**config.mk**
```make
export PLATFORM = sky130hd
export DESIGN_NAME = tick_scheduler
export DESIGN_NICKNAME = d
export VERILOG_FILES = /design/src/rtl/tick_scheduler.sv
export SDC_FILE = /design/constraint.sdc
export NUM_CORES = 1
export LEC_CHECK = 0
export CAP_MARGIN = 15
export CORE_MARGIN = 2
export CORE_UTILIZATION = 35
export DETAILED_ROUTE_END_ITERATION = 8
export GPL_TIMING_DRIVEN = 0
export PLACE_DENSITY = 0.54
export SLEW_MARGIN = 10
export SYNTH_ARGS = -nofsm -noshare
export SYNTH_HDL_FRONTEND = slang
export SYNTH_SLANG_ARGS = --single-unit
```
**constraint.sdc**
```tcl
create_clock -name clk -period 2.95 [get_ports clk]
set_input_delay 0.7375 -clock clk [delete_from_list [all_inputs] [get_ports clk]]
set_output_delay 0.7375 -clock clk [all_outputs]
set_load 0.02 [all_outputs]
```
**src/rtl/tick_scheduler.sv**
```systemverilog
// Purpose: central time base; one prescaler, N_CH divided tick channels, and a one-shot countdown timer. Build macro TICK_SCHED_SIM_FAST_EN forces a 10-cycle base tick.
// Latency: base_tick 1 cycle after the prescaler wraps; tick[i] 1 cycle after its base_tick; timer_done 1 cycle after the final base_tick.
// Backpressure: none; pause freezes every counter/pulse register, masks pulse outputs, and ignores config writes and timer starts.
module tick_scheduler #(
    parameter int CLK_HZ  = 100000000,
    parameter int BASE_HZ = 1000,
    parameter int N_CH    = 4,
    parameter int DIV_W   = 16
) (
    input  logic             clk,
    input  logic             reset,
    input  logic             pause,
    input  logic [N_CH-1:0]  ch_en,
    input  logic             cfg_we,
    input  logic [2:0]       cfg_ch,
    input  logic [DIV_W-1:0] cfg_div,
    output logic             base_tick,
    output logic [N_CH-1:0]  tick,
    input  logic             timer_start,
    input  logic [DIV_W-1:0] timer_len,
    output logic             timer_busy,
    output logic             timer_done
);

`ifdef TICK_SCHED_SIM_FAST_EN
    localparam int PRE_MAX_I = 9;
`else
    localparam int PRE_MAX_I = CLK_HZ / BASE_HZ - 1;
`endif
    localparam int               PRE_W   = (PRE_MAX_I < 1) ? 1 : $clog2(PRE_MAX_I + 1);
    localparam logic [PRE_W-1:0] PRE_MAX = PRE_W'(PRE_MAX_I);

    typedef enum logic [1:0] {
        T_IDLE = 2'd0,
        T_RUN  = 2'd1,
        T_DONE = 2'd2
    } tstate_e;

    // Power-up divisors: 1 Hz, 10 Hz, 20 Hz, then every base tick.
    function automatic logic [DIV_W-1:0] div_rst(input int ch);
        case (ch)
            0:       return DIV_W'(1000);
            1:       return DIV_W'(100);
            2:       return DIV_W'(50);
            default: return DIV_W'(1);
        endcase
    endfunction

    logic [PRE_W-1:0] pre_cnt_q, pre_cnt_d;
    logic             base_tick_q, base_tick_d;
    logic [DIV_W-1:0] cnt_q [N_CH];
    logic [DIV_W-1:0] cnt_d [N_CH];
    logic [DIV_W-1:0] div_q [N_CH];
    logic [DIV_W-1:0] div_d [N_CH];
    logic [DIV_W-1:0] div_m1 [N_CH];
    logic [N_CH-1:0]  tick_q, tick_d;
    logic [DIV_W-1:0] rem_q, rem_d;
    tstate_e          state_q, state_d;

    // Prescaler: free-running wrap counter; the pulse is registered off the wrap.
    always_comb begin
        pre_cnt_d   = pre_cnt_q;
        base_tick_d = base_tick_q;
        if (!pause) begin
            base_tick_d = (pre_cnt_q == PRE_MAX);
            pre_cnt_d   = (pre_cnt_q == PRE_MAX) ? '0 : pre_cnt_q + PRE_W'(1);
        end
    end

    // Terminal count per channel; a zero divisor behaves as one.
    always_comb begin
        for (int i = 0; i < N_CH; i++) begin
            div_m1[i] = (div_q[i] == '0) ? '0 : div_q[i] - DIV_W'(1);
        end
    end

    // Channels: a divisor write wins over a due tick; a disabled channel sits at zero.
    always_comb begin
        tick_d = tick_q;
        for (int i = 0; i < N_CH; i++) begin
            cnt_d[i] = cnt_q[i];
            div_d[i] = div_q[i];
            if (!pause) begin
                tick_d[i] = 1'b0;
                if (cfg_we && (cfg_ch == 3'(i))) begin
                    div_d[i] = cfg_div;
                    cnt_d[i] = '0;
                end else if (!ch_en[i]) begin
                    cnt_d[i] = '0;
                end else if (base_tick_q) begin
                    if (cnt_q[i] == div_m1[i]) begin
                        cnt_d[i]  = '0;
                        tick_d[i] = 1'b1;
                    end else begin
                        cnt_d[i] = cnt_q[i] + DIV_W'(1);
                    end
                end
            end
        end
    end

    // Timer next state: starts only from IDLE; a base tick in the start cycle is not counted.
    always_comb begin
        state_d = state_q;
        rem_d   = rem_q;
        if (!pause) begin
            case (state_q)
                T_IDLE: begin
                    if (timer_start) begin
                        if (timer_len != '0) begin
                            rem_d   = timer_len;
                            state_d = T_RUN;
                        end else begin
                            state_d = T_DONE;
                        end
                    end
                end
                T_RUN: begin
                    if (base_tick_q) begin
                        rem_d = rem_q - DIV_W'(1);
                        if (rem_q == DIV_W'(1)) begin
                            state_d = T_DONE;
                        end
                    end
                end
                T_DONE:  state_d = T_IDLE;
                default: state_d = T_IDLE;
            endcase
        end
    end

    // Outputs: pulses are masked while paused but their registers hold, so none is lost on resume.
    always_comb begin
        base_tick  = base_tick_q & ~pause;
        tick       = tick_q & ch_en & {N_CH{~pause}};
        timer_busy = (state_q == T_RUN);
        timer_done = (state_q == T_DONE) & ~pause;
    end

    // Datapath registers.
    always_ff @(posedge clk) begin
        if (reset) begin
            pre_cnt_q   <= '0;
            base_tick_q <= 1'b0;
            tick_q      <= '0;
            rem_q       <= '0;
            for (int i = 0; i < N_CH; i++) begin
                cnt_q[i] <= '0;
                div_q[i] <= div_rst(i);
            end
        end else begin
            pre_cnt_q   <= pre_cnt_d;
            base_tick_q <= base_tick_d;
            tick_q      <= tick_d;
            rem_q       <= rem_d;
            for (int i = 0; i < N_CH; i++) begin
                cnt_q[i] <= cnt_d[i];
                div_q[i] <= div_d[i];
            end
        end
    end

    // Timer state register; reset aborts a run without a done pulse.
    always_ff @(posedge clk) begin
        if (reset) begin
            state_q <= T_IDLE;
        end else begin
            state_q <= state_d;
        end
    end

endmodule

```
* Yosys cells after proc, flatten, opt, wreduce, memory -nomap -nowiden
Memory sizes are Yosys's and may differ from the RTL's.
Cells that the tools add are included.
** Storage, ports and cells
- Memories :: 2
- RAM bits :: 128
- Bits in registers :: 40
- Word-level logic and storage cells :: 132
** Memory list
- cnt_q :: depth 4, bits a word 16, rd ports 4, clocked after memory_dff 0, write ports 4, line 51 : logic [DIV_W-1:0] cnt_q [N_CH];
- div_q :: depth 4, bits a word 16, rd ports 4, clocked after memory_dff 0, write ports 4, line 53 : logic [DIV_W-1:0] div_q [N_CH];
** Cells by class
- Muxes and demuxes :: 73
- Add/sub/neg operators :: 10
- Bitwise gates (word level) :: 13
- Reduce and logical (&&, ||, !) cells :: 14
- Equal/unequal tests :: 15
** Operator list (count)
- 16-bit 2-to-1 mux :: 47
- 16-bit by 1-bit subtractor with 16-bit output (second input constant) :: 5
- 16-bit by 1-bit adder with 16-bit output (second input constant) :: 4
- 16-bit equality test :: 4
- 16-bit zero test :: 4
- 16-bit case mux with 2 select lines :: 1
- 1-bit 2-to-1 mux :: 19
- 17-bit by 1-bit adder with 17-bit output (second input constant) :: 1
- 17-bit equality test (second input constant) :: 1
- 17-bit 2-to-1 mux :: 1
- 16-bit by 1-bit equality test with 1-bit output (second input constant) :: 1
- 16-bit nonzero test :: 1
- 4-bit bitwise AND :: 2
- 2-bit 2-to-1 mux :: 4
- 1-bit bitwise OR :: 8
- 3-bit by 2-bit equality test with 1-bit output (second input constant) :: 2
- 5-bit AND reduction :: 1
- 1-bit logical AND :: 4
- 2-bit by 1-bit inequality test with 1-bit output (second input constant) :: 2
- 2-bit inequality test (second input constant) :: 2
- 2-bit case mux with 2 select lines :: 1
- 4-bit AND reduction :: 1
- 3-bit by 1-bit equality test with 1-bit output (second input constant) :: 1
- 3-bit zero test :: 1
- other kinds (6) :: 7

* Depth between registers and ports, before layout
Gate-level depths: netlist of run 1.
- Word-level depth :: 9
- Gate-level depth with buffers :: 14
- Mapped depth without buffers :: 11

* Least setup slack after synthesis of run 1
OpenSTA, ideal clock, no wires.
- Kind :: register -> register
- Start point :: memory div_q[0][0]
- End point :: memory cnt_q[0][1]
- Arrival time :: 3.151 ns
- Path buffers :: 0
- Path slack :: -0.319 ns
- Data required time :: 2.833 ns
- Stages on the path, launching flop included :: 12
- Path through :: dfxtp_1 > inv_1 > ha_1 > or4b_4 > nor4_4 > xnor2_1 > or4b_1 > o311a_1 > or4b_1 > or4_1 > a32oi_1 > nor2_1
** RTL lines (line)
- start, declared :: 53
- end, declared :: 51

==> results.toml, run 1 <==
[setup_path]
cp_slowest_stage_delay_ns = 0.49
crit_chain = "inv_2 -> ha_4 -> or4b_4 -> nor4_4 -> xnor2_1 -> or4b_1 -> o311a_1 -> or4b_4 -> or4_4 -> a32oi_2 -> nor2_1"
crit_slowest_cell = "or4b_4"
path_max_fanout = 4
cp_data_arrival_time_ns = 3.65
critical_path.endpoint_type = "flip-flop"
endpoint = "cnt_q[0][1]"
required_ns = 3.28
r2r-end = "cnt_q[0][1]"
reg2reg_depth = 11
reg2reg_slack_ns = -0.37
crit_path_start_kind = "flip-flop"
path_class = "reg -> reg"
critPathLaunch = "div_q[0][0]"
path_common_cell = "or4b_4"
r2r_start = "div_q[0][0]"

[sta]
setup_violations = 58
clock.fmax_mhz = 301
min_period_ns = 3.32
worst_pin_slew_ns = 1.11
hold_violations = 0
setup_ws_ns = -0.373
skew_ns = 0.0114
whs_ns = 0.460
period_share = 1.13
slew_viol_final = 0
relSlewSlack = 0.260
rsz0062_at_grt = "true"

[clocking]
clk_latency_ns = 0.44
cts_made_buffers = 17
clock-sinks = 168
cts_tree = "built"
cts_max_path_buffers = 2
clkSlewWorstSetupHoldPaths_ns = 0.07
root_buffer = "clkbuf_16"
cts_max_level = 4

[flow_run]
cap_viol_max_count = 0

[final_layout]
multiInputGateArea_um2 = 8130
n_fill_cell = 3127
layout_commonest_cell = "nand2_1"
drive_above_1_share = 0.212
fin_nets = 1669
final_cells = 2030
area_growth_pct = 29.7
regArea_um2 = 3420
final_cell_mix = "nand2_1, dfxtp_1, a21oi_1"

[worst_hold_path]
min_path_type = "reg -> reg"
hold_start = "tick_q[0]"

[outcome]
violations = "negative setup slack"
status = "finished, violations left"

[synth]
avgSynthCellArea_um2 = 7.45
synthArstFlopShare = 0
synth_edf_count = 0
synth_cell_types = 85
synth_nets = 1542
syn_inst = 1487
ys.flop_type = "dfxtp_1"
synth-seq-area-share = 0.303
syn_area_um2 = 11100
synth_warnings = 0
synth_seq_cells = 168

[grt]
grt_pass1_wl_um = 57400
antenna_found_initial = 1
globalRoute.totalOverflow = 0
track_usage = 0.215
grt_pass1_vias = 10700
grt_max_degree = 18

[floorplanning]
start_util = 0.353
chipHeight_um = 182
core_area_um2 = 31400
die_w_um = 182
ios = 51
row_count = 65
dieArea_um2 = 33100

[placed_design]
placedCellCount = 1938
portBuffers = 49
hpwl_um = 25100
place_ws_ns = -1.47
gp_congestion = 0.867

[detailed_routing]
via_per_inst = 5.66
via_count = 11500
postRouteAntennaNets = 0
routedWlPerCell_um = 17.8
wl_um = 36000
first_pass_iters = 6
drc = 0
drt_iter0_markers = 732

[power_and_ir_drop]
power.internal_uw = 3800
combinationalPowerShare = 0.111
p_sw_frac = 0.281
switching_power_uw = 1490
ir_worst_vdd_v = 0.000451
power_density_nw_per_um2 = 368
pwr-share-seq = 0.442
p_leak_uw = 0.00506
power_frac_clock = 0.447
-- stage by stage --
stage	area (µm²)	power [µW]	utilization	setup TNS, ns
after floorplan	11200	2700	-	-1.41
after detailed placement	12200	2900	0.388	-74.51
after global placement	12200	2900	0.388	-73.93
after CTS	13800	5310	0.440	-10.27
final	14400	5290	0.458	-9.29
after global routing	14400	5490	0.458	-17.41
-- per-layer routing --
metal  vias up  GRT usage  part of all wire
met1      5566      0.299              0.48
li1       5646          -                 -
met5         -          0                 0
met2       239      0.354              0.47
met3        37     0.0247             0.038
met4         0     0.0523             0.012
-- Yosys cell counts, types with 6 or more instances --
master | count | area (µm²)
a211oi_1 | 14 | 105
a21o_1 | 6 | 45.0
a21oi_1 | 137 | 686
a22o_1 | 12 | 105
a22oi_1 | 8 | 60.1
a31oi_1 | 22 | 138
a32oi_1 | 8 | 70.1
and3_1 | 33 | 206
buf_2 | 13 | 65.1
clkbuf_1 | 74 | 278
dfxtp_1 | 168 | 3360
ha_1 | 11 | 138
inv_1 | 38 | 143
mux2i_1 | 23 | 230
nand2_1 | 215 | 807
nand2b_1 | 34 | 213
nand3_1 | 61 | 305
nand3b_1 | 19 | 143
nand4_1 | 16 | 100
nor2_1 | 107 | 402
nor2b_1 | 22 | 138
nor3_1 | 50 | 250
nor3b_1 | 8 | 60.1
nor4_1 | 36 | 225
o211ai_1 | 7 | 52.6
o21ai_0 | 73 | 365
o31a_1 | 6 | 52.6
or2_2 | 8 | 50.1
or3_1 | 32 | 200
or4_1 | 15 | 113
xnor2_1 | 37 | 324
xor2_1 | 44 | 385
-- what timing repair did --
action / 4_1_cts / 5_1_grt
endpoints found under the setup margin: 115 / 88
gates resized for setup: 190 / 117
cloned: 7 / 1
hold buffers: 0 / 0
pin swaps: 59 / 55
setup buffers: 45 / 21
-- power by group through the flow --
| stage | combinational [µW] | clock, µW | sequential (µW) |
|---|---|---|---|
| floorplan | 315 | 0 | 2380 |
| global placement | 510 | 0 | 2390 |
| detailed placement | 512 | 0 | 2390 |
| CTS | 557 | 2420 | 2340 |
| global route | 637 | 2510 | 2340 |
| finish | 587 | 2370 | 2340 |
-- cells by family (layout without fill, tap and decap cells) --
family          after synthesis  count (layout)  synth area share
compound gates              362             362             0.210
flops                       168             168             0.303
buf+inv                     134             274            0.0490
fa+ha+maj                    11              11            0.0124
simple gates                701             701             0.329
mux                          26              26            0.0238
other cells                   0               1                 0
xor+xnor                     85              85            0.0718
-- sequential cells by signal, summed over array words and instances, names as in the netlist --
register and flops:
base_tick_q 1, cnt_q 64, div_q 64, pre_cnt_q 17, rem_q 16, state_q 2, tick_q 4
-- area by class of cell --
type	instances	area share
well taps	402	0.0350
plain buffers	81	0.0300
flip-flops and latches	168	0.238
inverters	39	0.0108
clock inverters	13	0.0110
repair buffers	122	0.0789
clock buffers	19	0.0301
diodes	1	0.000174
multi-input cells	1185	0.566
-- worst min-delay path by stage --
stage	cells after the start	to	slack, ns
CTS	2	tick_q[0]	0.46
floorplan	2	tick_q[0]	0.43
global route	2	tick_q[0]	0.49
finish	2	tick_q[0]	0.46
detailed placement	2	tick_q[0]	0.45
global placement	2	tick_q[0]	0.44
-- worst max-delay path, delay by kind of cell (launching register included) --
family                     cells  cell delay, ns
and+or+nand+nor                6            2.17
AOI/OAI and AO/OA              2            0.38
xor gates and xnor gates       1            0.12
buffers and inverters          1            0.07
DFF                            1            0.35
adders and majority gates      1            0.12
Note: power is estimated with default switching activity, not from simulation.
==> inputs of run 2 (changes only) <==
--- a/config.mk
+++ b/config.mk
@@ -10,7 +10,8 @@
 export CORE_UTILIZATION = 35
 export DETAILED_ROUTE_END_ITERATION = 8
 export GPL_TIMING_DRIVEN = 0
-export PLACE_DENSITY = 0.54
+export PLACE_DENSITY = 0.52
+export REMOVE_ABC_BUFFERS = 1
 export SLEW_MARGIN = 10
 export SYNTH_ARGS = -nofsm -noshare
 export SYNTH_HDL_FRONTEND = slang
==> constraint.sdc (replaced) <==
create_clock -name clk -period 3.45 [get_ports clk]
set_input_delay 0.8625 -clock clk [delete_from_list [all_inputs] [get_ports clk]]
set_output_delay 0.8625 -clock clk [all_outputs]
set_load 0.02 [all_outputs]
==> run 2 against run 1 <==
Compared with the run above:
- the flow now finishes without violations
- critical path depth did not move
- via count decreased by 5.6%
- setup slack better by 0.46 ns
- first-iteration DRC count increased by 13%
- hold slack better by 0.0059 ns
- register-to-register slack improved by 0.46 ns
- clock skew fell by 0.0023 ns
- final area decreased by 9.5%
- die area unchanged
- combinational power decreased by 25%
- global-route usage is 2.3 points lower
- core utilization shrank 4.3 points
- critical endpoint unchanged
- largest cell class unchanged
- largest power group is now sequential cells
- highest routed layer unchanged
==> results.toml, run 2 (synthesized netlist as in run 1, its figures left out) <==
[setup_path]
worst-path-stages = 11
crit_slowest_cell = "or4b_1"
path_class = "reg -> reg"
critPathLaunch = "div_q[0][1]"
path_common_cell = "or4b_1"
cp_top_family = "simple AND/OR/NAND/NOR gates"
r2r-end = "cnt_q[0][1]"
required_ns = 3.76
cp_slowest_stage_delay_ns = 0.51
endpoint = "cnt_q[0][1]"
crit_path_start_kind = "flip-flop"
path_max_fanout = 3
path_buf_inv = 1
reg2reg_depth = 11
crit_chain = "inv_2 -> ha_4 -> or4b_4 -> nor4_4 -> xnor2_2 -> or4b_1 -> o311a_1 -> or4b_1 -> or4_4 -> a32oi_1 -> nor2_1"
critical_path.endpoint_type = "flip-flop"
r2r_start = "div_q[0][1]"
cp_data_arrival_time_ns = 3.68
reg2reg_slack_ns = 0.08

[clocking]
postCtsHoldBufs = 0
cts_max_level = 4
clk_latency_ns = 0.45
cts_made_buffers = 17
cts_max_path_buffers = 2
cts_tree = "built"
clock-sinks = 168
clkSlewWorstSetupHoldPaths_ns = 0.08
root_buffer = "clkbuf_16"

[sta]
period_share = 0.976
min_period_ns = 3.37
worst_pin_slew_ns = 1.05
hold_violations = 0
rsz0062_at_grt = "true"
slew_viol_final = 0
clock.fmax_mhz = 297
setup_violations = 0
relSlewSlack = 0.295
skew_ns = 0.00914
tns_ns = 0

[power_and_ir_drop]
p_leak_uw = 0.00450
ir_worst_vdd_v = 0.000352
total_power_uw = 4450
power_density_nw_per_um2 = 342

[outcome]
status = "complete, no violations"

[worst_hold_path]
min_path_type = "reg -> reg"
hold_start = "tick_q[2]"

[detailed_routing]
via_per_inst = 5.66
top_layer_used = "met4"
met1_length_um = 16200
drc = 0
wl_met3_um = 1380
wl_um = 32100
wl_met2_um = 14300
routedWlPerCell_um = 16.7
drt_iter0_markers = 825
via_count = 10800
postRouteAntennaNets = 0
first_pass_iters = 5

[placed_design]
portBuffers = 50
hpwl_um = 22100
placedCellCount = 1851
gp_congestion = 0.851

[floorplanning]
dieArea_um2 = 33100
row_count = 65
die_w_um = 182
ios = 51
core_area_um2 = 31400
start_util = 0.353
chipHeight_um = 182

[final_layout]
drive_above_1_share = 0.101
top_regs = "cnt_q (64), div_q (64), pre_cnt_q (17)"
fin_nets = 1556
final_cells = 1916
layout_commonest_cell = "nand2_1"
final_cell_mix = "nand2_1, dfxtp_1, a21oi_1"
finish.utilization = 0.414
n_fill_cell = 3255
area_growth_pct = 17.4
antenna_cells = 0

[grt]
grt_pass1_wl_um = 51800
grt_max_degree = 81
track_usage = 0.192
globalRoute.totalOverflow = 0
grt_pass1_vias = 9835
antenna_found_initial = 0

[flow_run]
cap_viol_max_count = 0
==> run 2: worst min path at each step <==
stage	depth (start not counted)	endpoint	slack [ns]
2_1_floorplan	2	tick_q[0]	0.43
3_3_place_gp	2	tick_q[1]	0.45
3_5_place_dp	2	tick_q[2]	0.46
4_1_cts	2	tick_q[2]	0.47
5_1_grt	2	div_q[2][11]	0.51
6_report	2	tick_q[2]	0.47
==> run 2: power by group <==
part           internal, µW  switching [µW]  leakage [µW]
Sequential             1960            41.8       0.00136
Clock                  1050             951      0.000290
Combinational           173             270       0.00285
Total                  3190            1260       0.00450
==> run 2: repair_timing <==
action,CTS,global route
setup buffers,19,11
cloned,3,0
setup endpoints to repair,55,60
resized for setup,32,38
pin swaps,13,8
==> run 2: stage by stage <==
stage | setup slack (ns) | area (µm²) | hold WS, ns
finish | 0.0842 | 13000 | 0.465
global route | -0.0388 | 13000 | 0.506
CTS | 0.00508 | 12800 | 0.470
detailed placement | -0.448 | 11800 | 0.459
global placement | -2.77 | 11700 | 0.453
floorplan | 0.178 | 10700 | 0.426
==> run 2: per-layer routing <==
metal,GRT usage,up-vias
li1,-,5438
met1,0.274,5175
met2,0.301,213
met3,0.0323,20
met4,0.0426,0
met5,0,-
==> run 2: worst register-to-register path, delay by kind of cell, from the launching register on <==
kind	cells	cell delay, ns
compound gates	2	0.34
simple gates	6	2.25
flops	1	0.35
fa+ha+maj	1	0.13
xor+xnor	1	0.10
buf+inv	1	0.06
==> run 2: final cells by class <==
cell class | count | area [µm²] | area share
well taps | 402 | 503 | 0.0387
clock buffers | 18 | 439 | 0.0338
multi-input cells | 1188 | 7560 | 0.581
flip-flops and latches | 168 | 3370 | 0.259
clock inverters | 14 | 153 | 0.0117
repair buffers | 87 | 826 | 0.0635
inverters | 39 | 150 | 0.0115
==> inputs of run 3 (changes only) <==
--- a/config.mk
+++ b/config.mk
@@ -16,3 +16,4 @@
 export SYNTH_ARGS = -nofsm -noshare
 export SYNTH_HDL_FRONTEND = slang
 export SYNTH_SLANG_ARGS = --single-unit
+export TNS_END_PERCENT = 1
==> run 3 against run 2 <==
Compared with the run above:
- global-route usage fell by 0.087 points
- critical path depth is the same
- wire length increased by 0.72%
- clock skew up 0.00086 ns
- non-clock buffer count shrank 4
- maximum frequency fell by 0.66%
- highest routed layer unchanged
- sequential power about the same
- register-to-register slack lost 0.02 ns
- die area is the same
- critical endpoint unchanged
- combinational power grew 0.9%
- critical path type unchanged
- flip-flop and latch count is the same
==> results.toml, run 3 (synthesized netlist as in run 1, its figures left out) <==
[power_and_ir_drop]
power_density_nw_per_um2 = 344
ir_worst_vdd_v = 0.000353
total_power_uw = 4460
p_leak_uw = 0.00448

[grt]
grt_pass1_wl_um = 51700
grt_pass1_vias = 9790
globalRoute.totalOverflow = 0
track_usage = 0.191
antenna_found_initial = 0
grt_max_degree = 81

[flow_run]
cap_viol_max_count = 0

[setup_path]
critPathLaunch = "div_q[0][1]"
critical_path.endpoint_type = "flip-flop"
crit_path_start_kind = "flip-flop"
cp_data_arrival_time_ns = 3.70
path_max_fanout = 6
r2r_start = "div_q[0][1]"
path_class = "reg -> reg"
required_ns = 3.76

[placed_design]
gp_congestion = 0.851
hpwl_um = 22100
portBuffers = 50

[clocking]
cts_made_buffers = 17
clk_latency_ns = 0.45
cts_max_path_buffers = 2
root_buffer = "clkbuf_16"
clock-sinks = 168
postCtsHoldBufs = 0
cts_tree = "built"
cts_max_level = 4
clkSlewWorstSetupHoldPaths_ns = 0.08

[final_layout]
drive_above_1_share = 0.101
n_fill_cell = 3257
fin_nets = 1554
finish.utilization = 0.413
final_cell_mix = "nand2_1, dfxtp_1, a21oi_1"
multiInputGateArea_um2 = 7570
area_growth_pct = 17.1
layout_commonest_cell = "nand2_1"
top_regs = "cnt_q (64), div_q (64), pre_cnt_q (17)"
regArea_um2 = 3370

[detailed_routing]
wl_um = 32300
postRouteAntennaNets = 0
drc = 0
drt_iter0_markers = 885
routedWlPerCell_um = 16.9
via_count = 10900
first_pass_iters = 5
via_per_inst = 5.69

[worst_hold_path]
min_path_type = "reg -> reg"
hold_start = "tick_q[2]"

[floorplanning]
ios = 51
die_w_um = 182
dieArea_um2 = 33100
row_count = 65
chipHeight_um = 182
start_util = 0.353
core_area_um2 = 31400

[sta]
clock.fmax_mhz = 295
tns_ns = 0
worst_pin_slew_ns = 1.08
slew_viol_final = 0
relSlewSlack = 0.274
skew_ns = 0.00999
period_share = 0.982
min_period_ns = 3.39
setup_violations = 0
hold_violations = 0
rsz0062_at_grt = "true"

[outcome]
status = "complete, no violations"
run 3: cell types whose count changed in the layout (fill, tap and decap cells not counted), moves of 2 or more:
cell and change:
buf_4 -3, nor4_2 +3, a211oi_2 +2, nor3_2 +2
nor4_1 -2, or3_1 +2, or3_4 -2
run 3: area by class of cell:
type / count / share of cell area
Multi-Input combinational cell: 1190 / 0.584
Timing Repair Buffer: 83 / 0.0604
Antenna cell: 1 / 0.000193
Sequential cell: 168 / 0.260
Tap cell: 402 / 0.0388
Clock buffer: 18 / 0.0338
Clock inverter: 14 / 0.0118
Inverter: 39 / 0.0116
run 3: path summary, 6_finish.rpt:
kind | cells after the start | to | slack [ns]
max reg2reg | 11 | cnt_q[0][1] | 0.06
max | 11 | cnt_q[0][1] | 0.06
min reg2reg | 2 | tick_q[2] | 0.47
min | 2 | tick_q[2] | 0.47
run 3: per-stage QoR:
| stage | hold WS [ns] | worst slack, ns | instance area, µm² | instances |
|---|---|---|---|---|
| after floorplan | 0.426 | 0.178 | 10700 | 1392 |
| after global placement | 0.453 | -2.77 | 11700 | 1844 |
| after detailed placement | 0.459 | -0.448 | 11800 | 1851 |
| after CTS | 0.470 | -0.0943 | 12700 | 1896 |
| after global routing | 0.506 | -0.0663 | 13000 | 1914 |
| final | 0.465 | 0.0618 | 13000 | 1915 |
run 3: report_power, final:
group | leakage, µW | switching, µW | internal, µW
logic | 0.00283 | 274 | 173
clock network | 0.000290 | 955 | 1050
registers | 0.00136 | 41.9 | 1960
total | 0.00448 | 1270 | 3190
run 3: routing by layer:
metal	vias to the layer above	wire length [µm]	GRT usage
li1	5438	-	-
met3	23	1400	0.0307
met1	5218	16400	0.275
met5	-	0	0
met2	224	14300	0.299
met4	0	289	0.0410
run 3: what timing repair did:
| item | in CTS | in global routing |
|---|---|---|
| endpoints found under the setup margin | 55 | 60 |
| pin swaps | 12 | 14 |
| cloned | 3 | 2 |
| gates resized for setup | 31 | 37 |
| setup buffers | 10 | 16 |
run 3: critical path, cell delays in order (launching register included):
cell	delay (ns)
dfxtp_4	0.37
inv_2	0.07
ha_4	0.14
or4b_4	0.50
nor4_4	0.25
xnor2_2	0.10
or4b_1	0.47
o311a_1	0.14
or4b_1	0.49
or4_4	0.46
a32oi_1	0.21
nor2_1	0.05
